### src/rtl/fuzzy_gain_scheduler.sv
// Multi-channel fuzzy gain scheduler: per-sample error/trend fuzzification,
// 3x3 rule lookup of target Kp/Kd, and slew-limited per-channel gain update.
module fuzzy_gain_scheduler #(
  parameter int unsigned VEL_W   = 10,
  parameter int unsigned GAIN_W  = 4,
  parameter int unsigned NCH     = 2,
  parameter int unsigned E_SMALL = 16,
  parameter int unsigned E_LARGE = 64,
  parameter int unsigned D_ZERO  = 4,
  parameter int unsigned KP_MIN  = 2,
  parameter int unsigned KP_MID  = 6,
  parameter int unsigned KP_MAX  = 12,
  parameter int unsigned KD_MIN  = 1,
  parameter int unsigned KD_MID  = 4,
  parameter int unsigned KD_MAX  = 8,
  parameter int unsigned SLEW    = 2,
  localparam int unsigned CH_W   = $clog2(NCH)
) (
  input  logic              clk,
  input  logic              rst_n,
  input  logic              enable,
  input  logic              in_valid,
  input  logic [CH_W-1:0]   in_ch,
  input  logic [VEL_W-1:0]  target_vel,
  input  logic [VEL_W-1:0]  current_vel,
  output logic              out_valid,
  output logic [CH_W-1:0]   out_ch,
  output logic [GAIN_W-1:0] Kp,
  output logic [GAIN_W-1:0] Kd,
  output logic              out_large
);

  localparam int unsigned D_W = VEL_W + 1;
  localparam logic signed [D_W-1:0] DZ_POS = D_W'(D_ZERO);
  localparam logic signed [D_W-1:0] DZ_NEG = -DZ_POS;

  // Per-channel state
  logic [VEL_W-1:0]  prev_abs [NCH];
  logic              first    [NCH];
  logic [GAIN_W-1:0] kp_r     [NCH];
  logic [GAIN_W-1:0] kd_r     [NCH];

  // Stage 1 registers: magnitude and trend of the accepted sample
  logic                  s1_valid;
  logic [CH_W-1:0]       s1_ch;
  logic [VEL_W-1:0]      s1_a;
  logic signed [D_W-1:0] s1_d;

  // Stage 2 registers: rule-table targets
  logic              s2_valid;
  logic [CH_W-1:0]   s2_ch;
  logic [GAIN_W-1:0] s2_kp_t;
  logic [GAIN_W-1:0] s2_kd_t;
  logic              s2_large;

  logic                  accept_c;
  logic signed [D_W-1:0] err_c;
  logic [VEL_W-1:0]      a_c;
  logic [VEL_W-1:0]      p_c;
  logic signed [D_W-1:0] d_c;

  // Acceptance, signed error, magnitude and change in magnitude
  always_comb begin
    accept_c = in_valid & enable & (32'(in_ch) < NCH);
    err_c    = $signed({1'b0, target_vel}) - $signed({1'b0, current_vel});
    a_c      = err_c[VEL_W] ? VEL_W'(-err_c) : err_c[VEL_W-1:0];
    p_c      = first[in_ch] ? a_c : prev_abs[in_ch];
    d_c      = $signed({1'b0, a_c}) - $signed({1'b0, p_c});
  end

  // Stage 1: capture sample and update channel history in the accept cycle
  always_ff @(posedge clk or negedge rst_n) begin
    if (!rst_n) begin
      s1_valid <= 1'b0;
      s1_ch    <= '0;
      s1_a     <= '0;
      s1_d     <= '0;
      for (int i = 0; i < int'(NCH); i++) begin
        prev_abs[i] <= '0;
        first[i]    <= 1'b1;
      end
    end else begin
      s1_valid <= accept_c;
      if (accept_c) begin
        s1_ch           <= in_ch;
        s1_a            <= a_c;
        s1_d            <= d_c;
        prev_abs[in_ch] <= a_c;
        first[in_ch]    <= 1'b0;
      end
    end
  end

  logic              small_c;
  logic              large_c;
  logic              grow_c;
  logic              fall_c;
  logic [GAIN_W-1:0] kp_t_c;
  logic [GAIN_W-1:0] kd_t_c;

  // Fuzzification and rule table
  always_comb begin
    small_c = s1_a < VEL_W'(E_SMALL);
    large_c = s1_a >= VEL_W'(E_LARGE);
    grow_c  = s1_d > DZ_POS;
    fall_c  = s1_d < DZ_NEG;
    kp_t_c  = GAIN_W'(KP_MID);
    kd_t_c  = GAIN_W'(KD_MID);
    if (large_c) begin
      kp_t_c = GAIN_W'(KP_MAX);
      kd_t_c = GAIN_W'(KD_MIN);
    end else if (small_c) begin
      if (fall_c) begin
        kp_t_c = GAIN_W'(KP_MIN);
        kd_t_c = GAIN_W'(KD_MAX);
      end else if (grow_c) begin
        kp_t_c = GAIN_W'(KP_MID);
        kd_t_c = GAIN_W'(KD_MID);
      end else begin
        kp_t_c = GAIN_W'(KP_MIN);
        kd_t_c = GAIN_W'(KD_MID);
      end
    end else begin
      if (fall_c) begin
        kp_t_c = GAIN_W'(KP_MID);
        kd_t_c = GAIN_W'(KD_MAX);
      end else if (grow_c) begin
        kp_t_c = GAIN_W'(KP_MAX);
        kd_t_c = GAIN_W'(KD_MID);
      end else begin
        kp_t_c = GAIN_W'(KP_MID);
        kd_t_c = GAIN_W'(KD_MID);
      end
    end
  end

  // Stage 2: register the targets
  always_ff @(posedge clk or negedge rst_n) begin
    if (!rst_n) begin
      s2_valid <= 1'b0;
      s2_ch    <= '0;
      s2_kp_t  <= '0;
      s2_kd_t  <= '0;
      s2_large <= 1'b0;
    end else begin
      s2_valid <= s1_valid;
      if (s1_valid) begin
        s2_ch    <= s1_ch;
        s2_kp_t  <= kp_t_c;
        s2_kd_t  <= kd_t_c;
        s2_large <= large_c;
      end
    end
  end

  // Move g toward t by at most SLEW
  function automatic logic [GAIN_W-1:0] slew_step(input logic [GAIN_W-1:0] g,
                                                  input logic [GAIN_W-1:0] t);
    logic [GAIN_W-1:0] r;
    if (t >= g) r = ((t - g) <= GAIN_W'(SLEW)) ? t : g + GAIN_W'(SLEW);
    else        r = ((g - t) <= GAIN_W'(SLEW)) ? t : g - GAIN_W'(SLEW);
    return r;
  endfunction

  logic [GAIN_W-1:0] kp_new_c;
  logic [GAIN_W-1:0] kd_new_c;

  // Slewed gains for the channel in the update stage
  always_comb begin
    kp_new_c = slew_step(kp_r[s2_ch], s2_kp_t);
    kd_new_c = slew_step(kd_r[s2_ch], s2_kd_t);
  end

  // Gain read-modify-write and registered outputs
  always_ff @(posedge clk or negedge rst_n) begin
    if (!rst_n) begin
      out_valid <= 1'b0;
      out_ch    <= '0;
      Kp        <= '0;
      Kd        <= '0;
      out_large <= 1'b0;
      for (int i = 0; i < int'(NCH); i++) begin
        kp_r[i] <= GAIN_W'(KP_MID);
        kd_r[i] <= GAIN_W'(KD_MID);
      end
    end else begin
      out_valid <= s2_valid;
      if (s2_valid) begin
        kp_r[s2_ch] <= kp_new_c;
        kd_r[s2_ch] <= kd_new_c;
        out_ch      <= s2_ch;
        Kp          <= kp_new_c;
        Kd          <= kd_new_c;
        out_large   <= s2_large;
      end
    end
  end

endmodule

### config.mk
export PLATFORM = sky130hd
export DESIGN_NAME = fuzzy_gain_scheduler
export DESIGN_NICKNAME = d
export VERILOG_FILES = /design/src/rtl/fuzzy_gain_scheduler.sv
export SDC_FILE = /design/constraint.sdc
export NUM_CORES = 1
export LEC_CHECK = 0
export CAP_MARGIN = 5
export CORE_AREA = 2 2 103 105
export CTS_CLUSTER_SIZE = 8
export DETAILED_ROUTE_END_ITERATION = 10
export DIE_AREA = 0 0 105 107
export HOLD_SLACK_MARGIN = 0.15
export PLACE_DENSITY = 0.69
export SLEW_MARGIN = 20
export SYNTH_ARGS = -nofsm -noshare
export SYNTH_HDL_FRONTEND = slang
export SYNTH_SLANG_ARGS = --single-unit
export TNS_END_PERCENT = 10
### constraint.sdc
create_clock -name clk -period 8.33 [get_ports clk]
set_input_delay 1.666 -clock clk [delete_from_list [all_inputs] [get_ports clk]]
set_output_delay 1.666 -clock clk [all_outputs]
set_load 0.005 [all_outputs]
; ---- Word level (Yosys, flattened, before mapping)
; Index checks and enable logic that the tools add are counted.
[classes]
shift = 0
eq_ne = 0
n_reduce_logical = 2
n_mul = 0
addsub = 11
div_mod_pow = 0
n_lt_le_gt_ge = 14
bitwise_logic = 5
muxes = 37
[ops]
columns = operator, n
row1 = 4-bit two-way mux, 19
row2 = 10-bit two-way mux, 6
row3 = 10-bit by 10-bit subtractor with 11-bit output, 2
row4 = 20-bit bitwise mux, 1
row5 = 8-bit bitwise mux, 2
row6 = 4-bit by 2-bit <= comparator with 1-bit output (second input constant), 4
row7 = 4-bit subtractor, 4
row8 = 11-bit by 4-bit greater-than comparator with 1-bit output (second input constant), 1
row9 = 11-bit by 3-bit < comparator with 1-bit output (second input constant), 1
row10 = 10-bit demux with 1-bit select, 1
row11 = 10-bit by 7-bit >= comparator with 1-bit output (second input constant), 1
row12 = 10-bit by 5-bit < comparator with 1-bit output (second input constant), 1
row13 = 10-bit negation, 1
row14 = 4-bit by 2-bit adder with 4-bit output (second input constant), 2
row15 = 4-bit >= comparator, 2
row16 = 4-bit by 2-bit subtractor with 4-bit output (second input constant), 2
row17 = 3-bit two-way mux, 2
row18 = 4-bit demux with 1-bit select, 1
row19 = 2-bit >= comparator (second input constant), 2
row20 = 2-bit by 1-bit < comparator with 1-bit output (second input constant), 2
row21 = 1-bit two-way mux, 4
row22 = 1-bit NOT with 2-bit output, 2
row23 = 2-bit AND, 1
row24 = 1-bit logical AND, 2
row25 = 3 further kinds, 3
[word_totals]
inputBits = 25
ram_bits = 0
elab_cells = 91
mem_count = 0
mem_bits_ro = 0
output_inout_bits = 11
register_bits = 83
latchBits = 0

; ---- Logic depth before layout (Yosys ltp)
; Gate-level depths: netlist of run 1.
[depth]
word_depth = 9
ltp_mapped = 19
mapped_depth_nobuf = 19

; ---- Worst setup path after synthesis of run 1
; Ideal clock, no wire load.
[synth_path]
kind = input -> register
startpoint = in target_vel[0]
endpoint = reg s1_d[8]
setup_time_ns = 0.095
required_ns = 8.235
path_buffers = 0
setup_slack_ns = 2.990
arrival_ns = 5.245
path_stages = 18
cell_sequence = inv_1 ha_1 fa_1 nand2b_1 a21oi_1 o31ai_1 a31oi_2 mux2i_1 inv_1 o21a_1 fa_1 nor2b_1 o21ai_0 a21boi_0 o21ai_0 a21oi_1 nor3_1 o31ai_1
[synth_via]
elab_chain_len = 5
[synth_rtl]
columns = element, line_no
row1 = from (decl), 24  ; input logic [VEL_W-1:0] target_vel,
row2 = 10-bit by 10-bit subtractor with 11-bit output (*), 65  ; err_c = $signed({1'b0, target_vel}) - $signed({1'b0, current_vel});
row3 = 10-bit negation, 66  ; a_c = err_c[VEL_W] ? VEL_W'(-err_c) : err_c[VEL_W-1:0];
row4 = 10-bit two-way mux (*), 66
row5 = via a_c[1], 58  ; logic [VEL_W-1:0] a_c;
row6 = 10-bit two-way mux, 67  ; p_c = first[in_ch] ? a_c : prev_abs[in_ch];
row7 = 10-bit by 10-bit subtractor with 11-bit output (*), 68  ; d_c = $signed({1'b0, a_c}) - $signed({1'b0, p_c});
row8 = to (signal assigned), 77  ; s1_d <= '0;
row9 = to (signal assigned), 87  ; s1_d <= d_c;
row10 = to (decl), 47  ; logic signed [D_W-1:0] s1_d;
; Mark *: on every way through the listed nets, which the timed path passes. The rest lies on a longest branch.
; A chain may end at the register's enable or synchronous reset.

; ---- Worst setup path after layout of run 1
; Same ends and word-level chain as after synthesis.

==> results of run 1 <==
==> placed cells by master (no fill, tap or decap), types with 5 or more instances in the layout <==
| cell | n |
|---|---|
| sky130_fd_sc_hd__mux2_2 | 15 |
| sky130_fd_sc_hd__a31oi_1 | 5 |
| sky130_fd_sc_hd__xnor2_1 | 10 |
| sky130_fd_sc_hd__nor3_1 | 12 |
| sky130_fd_sc_hd__nand2b_1 | 5 |
| sky130_fd_sc_hd__a21boi_0 | 6 |
| sky130_fd_sc_hd__nand3_1 | 7 |
| sky130_fd_sc_hd__clkdlybuf4s50_1 | 34 |
| sky130_fd_sc_hd__xor2_1 | 15 |
| sky130_fd_sc_hd__nor2b_1 | 6 |
| sky130_fd_sc_hd__clkbuf_8 | 9 |
| sky130_fd_sc_hd__ha_1 | 39 |
| sky130_fd_sc_hd__mux2i_1 | 20 |
| sky130_fd_sc_hd__dfstp_2 | 8 |
| sky130_fd_sc_hd__a211oi_1 | 5 |
| sky130_fd_sc_hd__nor2_1 | 22 |
| sky130_fd_sc_hd__dfrtp_1 | 68 |
| sky130_fd_sc_hd__nand2_1 | 73 |
| sky130_fd_sc_hd__o21ai_0 | 53 |
| sky130_fd_sc_hd__inv_1 | 48 |
| sky130_fd_sc_hd__a21o_1 | 8 |
| sky130_fd_sc_hd__a21oi_1 | 25 |
| sky130_fd_sc_hd__and2_1 | 5 |
| sky130_fd_sc_hd__nand4_1 | 5 |
==> area by class of cell <==
class | count | area share, %
clock buffers | 9 | 2.19
inverters | 48 | 3.19
flip-flops and latches | 76 | 33.9
multi-input cells | 394 | 49.4
repair buffers | 35 | 6.16
clock inverters | 7 | 2.19
well taps | 136 | 3.01
==> worst max-delay path: cells and delay by family <==
family          cells  cell delay [ns]
compound gates     10             2.00
fa+ha+maj           3             1.04
buf+inv             3             0.63
mux                 1             0.49
simple gates        2             0.33
==> state kept, by name, summed over array words and instances, names as in the netlist <==
register,count
s1_a,6
Kp,4
s1_valid,1
s1_d,11
Kd,4
out_ch,1
first,2
s2_valid,1
kd_r,8
s2_kd_t,3
s2_kp_t,3
out_large,1
prev_abs,20
s2_ch,1
s1_ch,1
out_valid,1
kp_r,8
==> routing by layer <==
metal	share of wire [%]	wire, um
met3	2.6	244
met2	52	4880
met5	0	0
met1	44	4170
met4	1.1	102
==> path summary, 6_finish.rpt <==
check | from | to | slack (ns) | depth (start not counted)
max in group asynchronous | rst_n | prev_abs[0] | 6.28 | 1
min in group asynchronous | rst_n | out_ch | 1.45 | 1
max reg2reg | s2_ch | Kp[3] | 4.75 | 9
min reg2reg | s1_a[5] | s1_a[5] | 0.48 | 2
max | target_vel[0] | s1_d[8] | 2.36 | 19
min | s1_a[5] | s1_a[5] | 0.48 | 2
==> cell families after synthesis <==
family	share of synthesized area, %
flip-flops	38.5
XOR/XNOR	4.41
AO/OA/AOI/OAI	16.9
AND/OR/NAND/NOR	14.6
buffers and inverters	5.46
multiplexers	8.69
adder cells (fa/ha/maj)	11.4
==> synth_stat cells (6+ instances only) <==
| master | count |
|---|---|
| sky130_fd_sc_hd__dfstp_2 | 8 |
| sky130_fd_sc_hd__xnor2_1 | 10 |
| sky130_fd_sc_hd__nand2_1 | 73 |
| sky130_fd_sc_hd__inv_1 | 48 |
| sky130_fd_sc_hd__o21ai_0 | 53 |
| sky130_fd_sc_hd__nor2_1 | 22 |
| sky130_fd_sc_hd__nor3_1 | 12 |
| sky130_fd_sc_hd__a21o_1 | 8 |
| sky130_fd_sc_hd__nand3_1 | 7 |
| sky130_fd_sc_hd__dfrtp_1 | 68 |
| sky130_fd_sc_hd__mux2_2 | 15 |
| sky130_fd_sc_hd__a21boi_0 | 6 |
| sky130_fd_sc_hd__a21oi_1 | 25 |
| sky130_fd_sc_hd__xor2_1 | 15 |
| sky130_fd_sc_hd__ha_1 | 39 |
| sky130_fd_sc_hd__nor2b_1 | 6 |
| sky130_fd_sc_hd__mux2i_1 | 21 |
| sky130_fd_sc_hd__clkbuf_1 | 12 |
==> where the power goes <==
part	switching [mW]	internal [mW]	total (mW)
sequential	0.0849	0.501	0.586
combinational	0.557	0.456	1.01
clock	0.140	0.201	0.342
==> metrics by stage <==
step | total power, mW | hold slack, ns | instances
2_1_floorplan | 1.38 | 0.402 | 537
4_1_cts | 1.96 | 0.480 | 705
6_report | 1.94 | 0.477 | 705
5_1_grt | 2.12 | 0.509 | 705
3_5_place_dp | 1.61 | 0.461 | 689
3_3_place_gp | 1.56 | 0.455 | 689
==> results_dict.tcl, run 1 <==
set metrics [dict create \
    clock_tree.root_cell "sky130_fd_sc_hd__clkbuf_8" \
    diodes 0 \
    setup_tns_ns 0 \
    worstSkewPairLatency_ns 0.36 \
    worstPathArrival_ns 6.16 \
    clock-sinks 76 \
    register_area_um2 1910 \
    finalWirelength_um 9400 \
    finalHoldViolCount 0 \
    timing.critical_path.required_ns 8.52 \
    cts_hold_repair.buffers 0 \
    ys_top_cells_by_area "sky130_fd_sc_hd__dfrtp_1, sky130_fd_sc_hd__ha_1, sky130_fd_sc_hd__nand2_1, sky130_fd_sc_hd__o21ai_0, sky130_fd_sc_hd__dfstp_2" \
    number_of_enable_type_register_cells_in_the_synthesized_netlist 0 \
    cts-buffers-inserted 9 \
    final_period_minus_worst_setup_slack_ns 5.97 \
    maxCapViolations 0 \
    power_density_nw_per_um2 344 \
    ys_ff_latch 76 \
    peakVddDrop_mv 0.152 \
    routed_wire_length_per_instance_um 13.3 \
    n_fill_cell 935 \
    synth_cell_type_count 58 \
    floorplan.initialDensity_pct 49.2 \
    timing_max_transition_violations_final 0 \
    post_detail_place_hpwl_um 7180 \
    gr-usage-met1_pct 21.3 \
    worst_setup_path_end_kind "register" \
    sequential_area_share_after_synthesis_pct 38.5 \
    grt_pass1_wl_um 16400 \
    critical_path.max_stage_delay_ns 0.49 \
    cts_max_level 3 \
    cp_slowest_cell "sky130_fd_sc_hd__mux2i_1" \
    yosysWarnings 0 \
    core_region_area_um2 10100 \
    placement.cell_area_um2 5400 \
    detailroute.via_count 3817 \
    outcome "finished clean" \
    areaGrowthSynthToFinish_pct 13.6 \
    ordered_cell_list_for_the_critical_path "clkdlybuf4s50_1, inv_1, ha_1, fa_1, nand2b_1, a21oi_1, o31ai_1, a31oi_2, mux2i_1, inv_1, o21a_1, fa_1, nor2b_1, o21ai_0, a21boi_0, o21ai_0, a21oi_1, o21a_1, o31ai_1" \
    clk_pin_slew_worst_paths_ns 0.08 \
    cts_setup_buffers 0 \
    final_design_area_no_fill_um2 5650 \
    grt_pass1_vias 3646 \
    pin_count 36 \
    pin_count_of_the_biggest_net_entering_global_routing 77 \
    worst_slew_margin_rel_pct 32.2 \
    remaining_drc_errors 0 \
    drt_iter0_markers 133 \
    portBuffers 35 \
    global_route.usage.met3_pct 3.59 \
    yosys.area.top_type "sky130_fd_sc_hd__dfrtp_1" \
    overall_global_routing_resource_usage_pct 17.8 \
    post-place-ws_ns 1.99 \
    yosysTopAreaCellShare_pct 34.2 \
    layout_worst_path_cycle_share_pct 71.7 \
    synthesis.area_um2 4970 \
    drive_gt1_share_pct 9.67 \
    timing.setup.critical_path_class "primary input to register" \
    area_occupied_by_multi_input_gates_um2 2790 \
    hold_path.class "register to register" \
    postLayoutSetupSlackWorst_ns 2.36 \
    fp.dieArea_um2 11200 \
    worstSetupStartpointType "primary input" \
    rsz_0062_raised_after_global_routing "false" \
    cts_tree "yes" \
    report.final.setup_viol 0 \
    syn_inst 537 \
    cts-resized-gates 0 \
    drt-pass1-iter-count 4 \
    worstMarginPinSlew_ns 1.01 \
    skew_ns 0.0117 \
    nets 632 \
    synthArstFlopShare_pct 100 \
    ant_nets 0 \
    viasPerCell 5.41 \
    syn_nets 605 \
    grtUsageMet2_pct 32.3 \
    synth_area_per_cell_um2 9.25 \
    final_core_utilization_pct 56.0 \
    antenna_found_initial 0 \
    busiest_layer "met2" \
    timing.critical_path.fanout_max 9 \
    gpl.final_weighted_congestion 0.814 \
    postSynth.topFlopCell "sky130_fd_sc_hd__dfrtp_1" \
    cts_buffer_depth 2 \
    total_leakage_power_nw 2.60 \
    timing.fmax_mhz 167 \
    die_h_um 107 \
    grt_overflow 0 \
    die_width_um 105 \
    core.rowCount 37 \
]
No activity file was read; power rests on OpenSTA's default activity.
==> inputs of run 2 (changes only) <==
- PLACE_DENSITY: 0.69 -> 0.71
- clock period: 8.33 -> 5.3 ns (I/O delays scaled with it)
==> results_dict.tcl, run 2 (synthesis results as in run 1) <==
set metrics [dict create \
    remaining_drc_errors 0 \
    finalWirelength_um 9760 \
    r2r.worst_path.cells 9 \
    antenna_found_initial 0 \
    drt-pass1-iter-count 7 \
    regToRegStartpoint "s2_ch" \
    timing_max_transition_violations_final 0 \
    total_leakage_power_nw 2.61 \
    layout_commonest_cell "sky130_fd_sc_hd__nand2_1" \
    worstPathArrival_ns 5.23 \
    floorplan.initialDensity_pct 49.2 \
    regMostFlops "prev_abs" \
    timing.fmax_mhz 201 \
    timing.setup.critical_path_class "primary input to register" \
    clk_pin_slew_worst_paths_ns 0.08 \
    grtUsageMet2_pct 34.0 \
    worstSetupStartpointType "primary input" \
    largest_reg_flops 20 \
    post_detail_place_hpwl_um 7370 \
    portBuffers 35 \
    cts_buffer_depth 2 \
    diodes 0 \
    global_route.usage.met3_pct 4.38 \
    whs_endpoint "kd_r[6]" \
    regToRegEndpoint "kp_r[3]" \
    ant_nets 0 \
    final_design_area_no_fill_um2 5650 \
    timing.critical_path.fanout_max 4 \
    clock-sinks 76 \
    worst_setup_path_end_kind "register" \
    cts_max_level 3 \
    core.rowCount 37 \
    busiest_layer "met2" \
    cts-buffers-inserted 9 \
    gpl.final_weighted_congestion 0.810 \
    worstSkewPairLatency_ns 0.36 \
    final_total_pwr_mw 3.00 \
    finalHoldViolCount 0 \
    timing.critical_path.required_ns 5.55 \
    holdWs_ns 0.482 \
    hold_path.class "register to register" \
    worstMarginPinSlew_ns 1.03 \
    grt_overflow 0 \
    timing.critical_path.from "target_vel[0]" \
    routed_wire_length_per_instance_um 13.7 \
    largest_registers_in_the_final_layout "prev_abs x20, s1_d x11" \
    final_period_minus_worst_setup_slack_ns 4.98 \
    setup_tns_ns 0 \
    die_width_um 105 \
    min_path_cells 2 \
    rrSetupSlack_ns 1.69 \
    gr-usage-met1_pct 21.0 \
    final_cell_mix "sky130_fd_sc_hd__nand2_1, sky130_fd_sc_hd__dfrtp_1, sky130_fd_sc_hd__o21ai_0, sky130_fd_sc_hd__inv_1, sky130_fd_sc_hd__ha_1" \
    detailroute.via_count 3879 \
    skew_ns 0.00954 \
    grt_pass1_wl_um 16700 \
    outcome "finished clean" \
    clock_tree.root_cell "sky130_fd_sc_hd__clkbuf_8" \
    cts_tree "yes" \
    drive_gt1_share_pct 10.4 \
    layout_worst_path_cycle_share_pct 93.9 \
    peakVddDrop_mv 0.250 \
    power_density_nw_per_um2 530 \
    viasPerCell 5.46 \
    drt_iter0_markers 127 \
    worst_slew_margin_rel_pct 31.2 \
    rsz_0062_raised_after_global_routing "false" \
    maxCapViolations 0 \
    overall_global_routing_resource_usage_pct 18.0 \
    nets 638 \
    fp.dieArea_um2 11200 \
    cts_hold_repair.buffers 0 \
    hold_start "kd_r[6]" \
    die_h_um 107 \
    areaGrowthSynthToFinish_pct 13.7 \
    placement.cell_area_um2 5440 \
    core_region_area_um2 10100 \
    pin_count 36 \
    pin_count_of_the_biggest_net_entering_global_routing 77 \
    report.final.setup_viol 0 \
    cts_setup_buffers 0 \
    grt_pass1_vias 3745 \
]
==> run 2: through the flow <==
step                      util (%)  std cells  setup WS (ns)
after floorplan                  -        537          0.566
after global placement        53.9        695          0.136
after detailed placement      53.9        695        -0.0645
after CTS                     56.0        711          0.304
after global routing          56.0        711        0.00572
final                         56.0        711          0.321
==> run 2: layout make-up <==
class / count / area (um2)
fill: 932 / 4440
multi-input combinational: 394 / 2790
sequential: 76 / 1910
timing repair buffer: 41 / 393
inverter: 48 / 180
tap: 136 / 170
clock buffer: 10 / 138
clock inverter: 6 / 71.3
==> run 2: metal layers <==
| layer | up-vias | part of all wire [%] |
|---|---|---|
| met5 | - | 0 |
| met4 | 0 | 0.52 |
| met3 | 9 | 3.2 |
| met2 | 55 | 53 |
| met1 | 1877 | 43 |
| li1 | 1938 | - |
==> run 2: where the power goes <==
| group | switching (mW) | internal (mW) |
|---|---|---|
| combinational | 0.894 | 0.725 |
| clock | 0.221 | 0.233 |
| sequential | 0.135 | 0.788 |
==> run 2: critical path, cell delays in order <==
cell and delay (ns):
sky130_fd_sc_hd__clkdlybuf4s50_1 0.45, sky130_fd_sc_hd__inv_1 0.04, sky130_fd_sc_hd__ha_1 0.22, sky130_fd_sc_hd__fa_1 0.40
sky130_fd_sc_hd__nand2b_1 0.21, sky130_fd_sc_hd__a21oi_1 0.22, sky130_fd_sc_hd__o31ai_1 0.13, sky130_fd_sc_hd__a31oi_2 0.29
sky130_fd_sc_hd__mux2i_1 0.28, sky130_fd_sc_hd__inv_1 0.11, sky130_fd_sc_hd__o21a_1 0.22, sky130_fd_sc_hd__fa_1 0.44
sky130_fd_sc_hd__nor2b_1 0.11, sky130_fd_sc_hd__o21ai_0 0.10, sky130_fd_sc_hd__a21boi_0 0.31, sky130_fd_sc_hd__o21ai_1 0.13
sky130_fd_sc_hd__a21oi_1 0.21, sky130_fd_sc_hd__nor3_1 0.08, sky130_fd_sc_hd__o31ai_1 0.22
==> run 2: worst max-delay path by stage <==
stage               endpoint  slack [ns]  cells past startpoint
floorplan            s1_d[8]        0.57                     18
global placement     s1_d[8]        0.14                     19
detailed placement   s1_d[8]       -0.06                     19
CTS                  s1_d[8]        0.30                     19
global route         s1_d[8]       0.006                     20
finish               s1_d[8]        0.32                     19
==> run 2: timing repair <==
| item | 4_1_cts | 5_1_grt |
|---|---|---|
| endpoints found under the setup margin | 0 | 2 |
| endpoints found under the hold margin | 0 | 0 |
| resized for setup | 0 | 1 |
==> inputs of run 3 (changes only) <==
- SKIP_LAST_GASP: unset -> 1
==> results of run 3 <==
Same layout as run 2: the final DEF is identical, and so are final timing and power.
